[src/rtl/axi_wr_arbiter.sv]
// ---------------------------------------------------------------------------
// axi_wr_arbiter
//
// Two write masters (m0, m1) share one AXI write port toward DRAM. One burst
// is in flight at a time:
//   IDLE : pick a winner (single requester, or the round-robin pointer when
//          both request), accept its AW combinationally and latch it.
//   AW   : present the latched AW on the DRAM side until s_awready.
//   W    : the W channel is locked to the owner. s_wlast is generated from
//          an internal beat counter. The master's own wlast is only compared
//          against it, and err_wlast pulses on disagreement.
//   B    : route the response back to the owner, then hand priority to the
//          other master.
//
// Ports
//   clk, rst_n                 clock, asynchronous active-low reset
//   mN_aw*  (N=0,1)            master AW: valid/ready/id/addr/len/size/burst
//   mN_w*                      master W : valid/ready/data/strb/last
//   mN_b*                      master B : valid/ready/id/resp
//   s_aw*, s_w*, s_b*          DRAM-side AW/W/B (s_wid carries the burst id)
//   err_wlast                  one-cycle pulse on a master wlast mismatch
//   owner                      current / last granted master index
// ---------------------------------------------------------------------------
`ifndef AXI_ADDR_WIDTH
`define AXI_ADDR_WIDTH 32
`endif
`ifndef AXI_DATA_WIDTH
`define AXI_DATA_WIDTH 32
`endif
`ifndef AXI_ID_WIDTH
`define AXI_ID_WIDTH 4
`endif

module axi_wr_arbiter #(
    parameter int ADDR_WIDTH = `AXI_ADDR_WIDTH,
    parameter int DATA_WIDTH = `AXI_DATA_WIDTH,
    parameter int ID_WIDTH   = `AXI_ID_WIDTH
) (
    input  logic                      clk,
    input  logic                      rst_n,

    // master 0
    input  logic                      m0_awvalid,
    output logic                      m0_awready,
    input  logic [ID_WIDTH-1:0]       m0_awid,
    input  logic [ADDR_WIDTH-1:0]     m0_awaddr,
    input  logic [3:0]                m0_awlen,
    input  logic [2:0]                m0_awsize,
    input  logic [1:0]                m0_awburst,
    input  logic                      m0_wvalid,
    output logic                      m0_wready,
    input  logic [DATA_WIDTH-1:0]     m0_wdata,
    input  logic [DATA_WIDTH/8-1:0]   m0_wstrb,
    input  logic                      m0_wlast,
    output logic                      m0_bvalid,
    input  logic                      m0_bready,
    output logic [ID_WIDTH-1:0]       m0_bid,
    output logic [1:0]                m0_bresp,

    // master 1
    input  logic                      m1_awvalid,
    output logic                      m1_awready,
    input  logic [ID_WIDTH-1:0]       m1_awid,
    input  logic [ADDR_WIDTH-1:0]     m1_awaddr,
    input  logic [3:0]                m1_awlen,
    input  logic [2:0]                m1_awsize,
    input  logic [1:0]                m1_awburst,
    input  logic                      m1_wvalid,
    output logic                      m1_wready,
    input  logic [DATA_WIDTH-1:0]     m1_wdata,
    input  logic [DATA_WIDTH/8-1:0]   m1_wstrb,
    input  logic                      m1_wlast,
    output logic                      m1_bvalid,
    input  logic                      m1_bready,
    output logic [ID_WIDTH-1:0]       m1_bid,
    output logic [1:0]                m1_bresp,

    // DRAM side
    output logic                      s_awvalid,
    input  logic                      s_awready,
    output logic [ID_WIDTH-1:0]       s_awid,
    output logic [ADDR_WIDTH-1:0]     s_awaddr,
    output logic [3:0]                s_awlen,
    output logic [2:0]                s_awsize,
    output logic [1:0]                s_awburst,
    output logic                      s_wvalid,
    input  logic                      s_wready,
    output logic [ID_WIDTH-1:0]       s_wid,
    output logic [DATA_WIDTH-1:0]     s_wdata,
    output logic [DATA_WIDTH/8-1:0]   s_wstrb,
    output logic                      s_wlast,
    input  logic                      s_bvalid,
    output logic                      s_bready,
    input  logic [ID_WIDTH-1:0]       s_bid,
    input  logic [1:0]                s_bresp,

    output logic                      err_wlast,
    output logic                      owner
);

    localparam int STRB_WIDTH = DATA_WIDTH / 8;

    typedef enum logic [1:0] {
        ST_IDLE = 2'd0,
        ST_AW   = 2'd1,
        ST_W    = 2'd2,
        ST_B    = 2'd3
    } state_t;

    state_t state_reg, state_next;

    // -----------------------------------------------------------------------
    // Per-master views, indexed by master number
    // -----------------------------------------------------------------------
    logic [1:0]            aw_valid;
    logic [1:0]            w_valid;
    logic [1:0]            w_last;
    logic [1:0]            b_ready;
    logic [ID_WIDTH-1:0]   aw_id    [2];
    logic [ADDR_WIDTH-1:0] aw_addr  [2];
    logic [3:0]            aw_len   [2];
    logic [2:0]            aw_size  [2];
    logic [1:0]            aw_burst [2];
    logic [DATA_WIDTH-1:0] w_data   [2];
    logic [STRB_WIDTH-1:0] w_strb   [2];

    logic [1:0]            aw_ready;
    logic [1:0]            w_ready;
    logic [1:0]            b_valid;
    logic [ID_WIDTH-1:0]   b_id     [2];
    logic [1:0]            b_resp   [2];

    assign aw_valid    = {m1_awvalid, m0_awvalid};
    assign w_valid     = {m1_wvalid,  m0_wvalid};
    assign w_last      = {m1_wlast,   m0_wlast};
    assign b_ready     = {m1_bready,  m0_bready};
    assign aw_id[0]    = m0_awid;
    assign aw_id[1]    = m1_awid;
    assign aw_addr[0]  = m0_awaddr;
    assign aw_addr[1]  = m1_awaddr;
    assign aw_len[0]   = m0_awlen;
    assign aw_len[1]   = m1_awlen;
    assign aw_size[0]  = m0_awsize;
    assign aw_size[1]  = m1_awsize;
    assign aw_burst[0] = m0_awburst;
    assign aw_burst[1] = m1_awburst;
    assign w_data[0]   = m0_wdata;
    assign w_data[1]   = m1_wdata;
    assign w_strb[0]   = m0_wstrb;
    assign w_strb[1]   = m1_wstrb;

    assign m0_awready  = aw_ready[0];
    assign m1_awready  = aw_ready[1];
    assign m0_wready   = w_ready[0];
    assign m1_wready   = w_ready[1];
    assign m0_bvalid   = b_valid[0];
    assign m1_bvalid   = b_valid[1];
    assign m0_bid      = b_id[0];
    assign m1_bid      = b_id[1];
    assign m0_bresp    = b_resp[0];
    assign m1_bresp    = b_resp[1];

    // -----------------------------------------------------------------------
    // Registers
    // -----------------------------------------------------------------------
    logic                  ptr_reg;        // master favoured on a tie
    logic                  owner_reg;
    logic [3:0]            beat_cnt_reg;
    logic [ID_WIDTH-1:0]   aw_id_reg;
    logic [ADDR_WIDTH-1:0] aw_addr_reg;
    logic [3:0]            aw_len_reg;
    logic [2:0]            aw_size_reg;
    logic [1:0]            aw_burst_reg;

    // -----------------------------------------------------------------------
    // Arbitration and handshake terms
    // -----------------------------------------------------------------------
    logic req_any;
    logic winner;
    logic aw_accept;
    logic last_beat;
    logic w_hs;
    logic b_hs;

    assign req_any   = |aw_valid;
    // With a single requester, aw_valid[1] alone names it; on a tie the
    // round-robin pointer decides.
    assign winner    = (aw_valid == 2'b11) ? ptr_reg : aw_valid[1];
    assign aw_accept = (state_reg == ST_IDLE) && req_any;
    assign last_beat = (beat_cnt_reg == aw_len_reg);
    assign w_hs      = (state_reg == ST_W) && w_valid[owner_reg] && s_wready;
    assign b_hs      = (state_reg == ST_B) && s_bvalid && b_ready[owner_reg];

    // Per-master return paths: only the owner ever sees a ready/valid.
    generate
        for (genvar gi = 0; gi < 2; gi++) begin : g_master
            localparam logic IDX = 1'(gi);
            logic is_owner;

            assign is_owner = (owner_reg == IDX);

            // awready is combinational from awvalid; it is held low while
            // reset is asserted so a master still requesting during reset
            // never sees a grant.
            assign aw_ready[gi] = rst_n && aw_accept && (winner == IDX);
            assign w_ready[gi]  = (state_reg == ST_W) && is_owner && s_wready;
            assign b_valid[gi]  = (state_reg == ST_B) && is_owner && s_bvalid;
            assign b_id[gi]     = ((state_reg == ST_B) && is_owner) ? s_bid   : '0;
            assign b_resp[gi]   = ((state_reg == ST_B) && is_owner) ? s_bresp : 2'b00;
        end
    endgenerate

    // -----------------------------------------------------------------------
    // FSM: state register
    // -----------------------------------------------------------------------
    always_ff @(posedge clk or negedge rst_n) begin
        if (!rst_n) begin
            state_reg <= ST_IDLE;
        end else begin
            state_reg <= state_next;
        end
    end

    // -----------------------------------------------------------------------
    // FSM: next-state logic
    // -----------------------------------------------------------------------
    always_comb begin
        state_next = state_reg;
        case (state_reg)
            ST_IDLE: if (req_any)             state_next = ST_AW;
            ST_AW:   if (s_awready)           state_next = ST_W;
            ST_W:    if (w_hs && last_beat)   state_next = ST_B;
            ST_B:    if (b_hs)                state_next = ST_IDLE;
            default:                          state_next = ST_IDLE;
        endcase
    end

    // -----------------------------------------------------------------------
    // FSM: outputs
    // -----------------------------------------------------------------------
    always_comb begin
        s_awvalid = 1'b0;
        s_wvalid  = 1'b0;
        s_wdata   = '0;
        s_wstrb   = '0;
        s_wlast   = 1'b0;
        s_bready  = 1'b0;
        err_wlast = 1'b0;
        case (state_reg)
            ST_AW: begin
                s_awvalid = 1'b1;
            end
            ST_W: begin
                s_wvalid  = w_valid[owner_reg];
                s_wdata   = w_data[owner_reg];
                s_wstrb   = w_strb[owner_reg];
                s_wlast   = last_beat;
                // The master's wlast never steers the burst; it is only
                // cross-checked against the counter-derived s_wlast.
                err_wlast = w_hs && (w_last[owner_reg] != last_beat);
            end
            ST_B: begin
                // Any s_bvalid outside this state is held off, not dropped.
                s_bready  = b_ready[owner_reg];
            end
            default: ;
        endcase
    end

    // The AW register feeds the DRAM side directly, so the fields cannot
    // move while s_awready is low.
    assign s_awid    = aw_id_reg;
    assign s_awaddr  = aw_addr_reg;
    assign s_awlen   = aw_len_reg;
    assign s_awsize  = aw_size_reg;
    assign s_awburst = aw_burst_reg;
    assign s_wid     = aw_id_reg;
    assign owner     = owner_reg;

    // -----------------------------------------------------------------------
    // Datapath registers: AW latch, owner, beat counter, priority pointer
    // -----------------------------------------------------------------------
    always_ff @(posedge clk or negedge rst_n) begin
        if (!rst_n) begin
            ptr_reg      <= 1'b0;
            owner_reg    <= 1'b0;
            beat_cnt_reg <= 4'd0;
            aw_id_reg    <= '0;
            aw_addr_reg  <= '0;
            aw_len_reg   <= 4'd0;
            aw_size_reg  <= 3'd0;
            aw_burst_reg <= 2'd0;
        end else begin
            if (aw_accept) begin
                owner_reg    <= winner;
                beat_cnt_reg <= 4'd0;
                aw_id_reg    <= aw_id[winner];
                aw_addr_reg  <= aw_addr[winner];
                aw_len_reg   <= aw_len[winner];
                aw_size_reg  <= aw_size[winner];
                aw_burst_reg <= aw_burst[winner];
            end
            // Counter stops on the last beat, so awlen=15 never wraps.
            if (w_hs && !last_beat) begin
                beat_cnt_reg <= beat_cnt_reg + 4'd1;
            end
            // Priority passes to the other master once the burst retires.
            if (b_hs) begin
                ptr_reg <= ~owner_reg;
            end
        end
    end

endmodule
[config.mk]
export PLATFORM = sky130hd
export DESIGN_NAME = axi_wr_arbiter
export DESIGN_NICKNAME = d
export VERILOG_FILES = /design/src/rtl/axi_wr_arbiter.sv
export SDC_FILE = /design/constraint.sdc
export NUM_CORES = 1
export LEC_CHECK = 0
export CAP_MARGIN = 25
export CELL_PAD_IN_SITES_DETAIL_PLACEMENT = 1
export CELL_PAD_IN_SITES_GLOBAL_PLACEMENT = 2
export CORE_MARGIN = 2
export CORE_UTILIZATION = 16
export DETAILED_ROUTE_END_ITERATION = 12
export GPL_TIMING_DRIVEN = 0
export PLACE_DENSITY = 0.77
export SETUP_SLACK_MARGIN = 0.2
export SLEW_MARGIN = 25
export SYNTH_ARGS = -nofsm -noshare
export SYNTH_HDL_FRONTEND = slang
export SYNTH_SLANG_ARGS = --single-unit
[constraint.sdc]
create_clock -name clk -period 2.11 [get_ports clk]
set_clock_uncertainty 0.05 [all_clocks]
set_input_delay 0.422 -clock clk [delete_from_list [all_inputs] [get_ports clk]]
set_output_delay 0.422 -clock clk [all_outputs]
set_load 0.1 [all_outputs]
==> results.md <==
- Status: complete, but fails checks
- Failing checks: setup timing
- I/O pin cnt: 290
- Syn nets: 549
- CP Launch Point: owner
- Instance count of the mapped netlist: 362
- Crit path kind: flip-flop to output port
- FP Rows: 53
- Vias in the first global route: 4246
- GP Congestion: 0.7386
- Setup violators final: 40
- Port-buffer cells: 289
- DR pass1 iterations: 3
- Overall routing resource usage: 14.17%
- DR iter-0 viols: 57
- Core box area: around 21000 um^2
- Critical Path End Type: output port
- Top routing layer used: met4
- Clock-pin slew on the worst setup and hold paths: 0.08 ns
- Seq cells post-synth: 53
- Wire length on met2: 10080 um
- Setup WS pre-CTS: -1.370 ns
- WP data required: 1.64 ns
- CTS tree: built
- Antenna violations before repair: 0
- Pwr Total: 15600 uW
- Crit path max fanout: 10
- Post-detailed-route wirelength per cell: 18.62 um
- Reg2reg start: owner
- Primary FF master, synth: dfrtp_1
- Maximum buffer depth of the clock tree: 2
- Period utilisation layout: 109.9%
- Worst Setup Slack, final: -0.2084 ns
- Clock Sinks: 53
- Synth unique cells: 29
- Max Cap Violations: 0
- DIE HEIGHT: about 150 um
- Pwr Density: approximately 1800 nW/um^2
- Post-Route M1 WL: 6403 um
- Vias post-DR: 4029
- Post-Syn Area: 3410 um^2
- Leak Pwr: 0.003676 uW
- Worst-margin pin slew: 0.5820 ns
- ANT cells: 0
- Crit path to: err_wlast
- RSZ-0062 raised after global routing: true
- Synth area leaders: dfrtp_1, mux2i_1, o21ai_0, nor2b_1, nand2_1
- Reg2Reg Depth: 8
- Setup crit start kind: flip-flop
- Post-synth EDFFs: 0
- Syn. warnings: 0
- Residual DRC count: 0
- Starting Density: 16.27%
- Area leader, netlist: dfrtp_1
- Nets: 883
- Die width: 150.0 um
- Gr ovfl total: 0
- Post-Syn Area per Cell: 9.419 um^2
- Clock Latency Late Sink: approximately 0.3 ns
- Max Clk Rate: 431.3 MHz
- Worst vdd ir: between 900 and 1000 uV
- Synth top area share: 38.90%
- Tmin final: 2.318 ns
- Final HPWL DP: 13410 um
- CTS H-tree lvls: 2
- Async set-reset flop share out of synthesis: 100.0%
- Register-to-Register Setup Slack: 0 ns
- CTS root buf: clkbuf_16
- Largest net degree at the start of global routing: 43
- Final Routed Wirelength: 18100 um
- Number of CTS-inserted buffers: 5
- Min-delay worst type: input pin to async pin
- Register area share after synthesis: 38.90%
- Routed met3 length: 1398 um
- Die area: 22490 um^2
- Hold_ws: 0.07728 ns
- Worst reg2reg path endpoint: beat_cnt_reg[2]
- Worst EP arrival: 1.85 ns
- Pins over their slew limit: 0
- First-pass GRT wire length: 24520 um
- Worst rel slew slack: 61.38%
- Routed vias/inst: 4.145
- Layout cells sized above 1: between 40 and 50%
- Largest register FFs: 32
- Fin. Hold Viols: 0
- Syn-to-layout area delta: 157.4%
- Routed Antenna Nets: 0
layout make-up:
cell class / instances / area, um^2
Fill cell: 2239 / 12180
Timing Repair Buffer: 327 / 3949
Multi-Input combinational cell: 274 / 2636
Sequential cell: 53 / 1348
Tap cell: 275 / 344.1
Buffer: 30 / 329.1
Clock buffer: 6 / 128.9
Inverter: 5 / 26.28
Clock inverter: 2 / 13.76
synth_stat cells, types with 2 or more instances:
cell type,number
nor2b_1,39
nor3b_1,2
buf_4,8
mux2i_1,83
nand2_1,51
clkbuf_1,14
inv_1,5
and2_1,8
o21ai_0,50
nand3_1,4
and3_1,9
buf_2,7
dfrtp_1,53
nor2_1,4
xor2_1,6
ha_1,6
critical path, stage by stage (launching register included):
cell	delay [ns]
dfrtp_4	0.49
buf_8	0.15
buf_12	0.16
mux2i_4	0.19
xor2_2	0.19
nor3_4	0.17
buf_12	0.20
kinds of logic after synthesis:
kind of cell    count (synthesis)  synth area share [%]
compound gates                 56                 8.770
simple gates                  121                 18.57
mux                            85                 25.03
buf+inv                        35                 4.991
fa+ha+maj                       6                 2.202
xor+xnor                        6                 1.541
flops                          53                 38.90
through the flow:
stage | setup TNS [ns] | instance area, um^2 | utilization [%] | instances
floorplan | -0.5793 | 3964 | - | 362
global placement | -133.19 | 7201 | 34.36 | 926
detailed placement | -61.76 | 7226 | 34.48 | 927
CTS | -5.700 | 7981 | 38.09 | 954
global route | -4.512 | 8775 | 41.87 | 972
finish | -2.020 | 8775 | 41.87 | 972
layer usage:
layer	track usage, %	vias up
li1	-	1895
met5	0	-
met2	28.11	184
met3	3.841	13
met1	14.84	1937
met4	2.594	0
cell usage in the layout (no fill, tap or decap), types with 7 or more instances in the layout:
cell type        instances
nand2_1                 49
clkdlybuf4s15_2         51
nor2b_4                 39
buf_4                   29
dfrtp_1                 44
clkbuf_16               10
o21ai_0                 46
mux2i_2                 28
and2_4                   8
and3_4                   9
clkdlybuf4s50_1        177
mux2i_4                  7
buf_12                  64
buf_6                   14
mux2i_1                 48
how the worst min path moves through the flow:
stage | cells past startpoint | to | slack, ns | startpoint
after detailed placement | 1 | s_awaddr[9] | 0.26 | rst_n
final | 2 | s_awaddr[15] | 0.08 | rst_n
after global placement | 2 | s_awaddr[1] | 0.41 | s_awaddr[1]
after floorplan | 0 | beat_cnt_reg[0] | 0.08 | rst_n
after global routing | 2 | s_awaddr[17] | 0.1 | rst_n
after CTS | 2 | s_awaddr[16] | 0.1 | rst_n
repair_timing:
item                                    in CTS  in global routing
endpoints found under the hold margin       11                  0
gates cloned                                 0                  4
endpoints found under the setup margin     148                 76
hold buffers                                 1                  0
pin swaps                                    8                 11
gates resized for setup                    650                146
setup buffers                               18                 14
report_power, final:
group / internal, uW / switching [uW]
Clock: 445 / 403
Sequential: 1530 / 345
Combinational: 4490 / 8390
(Power assumes the default switching activity.)
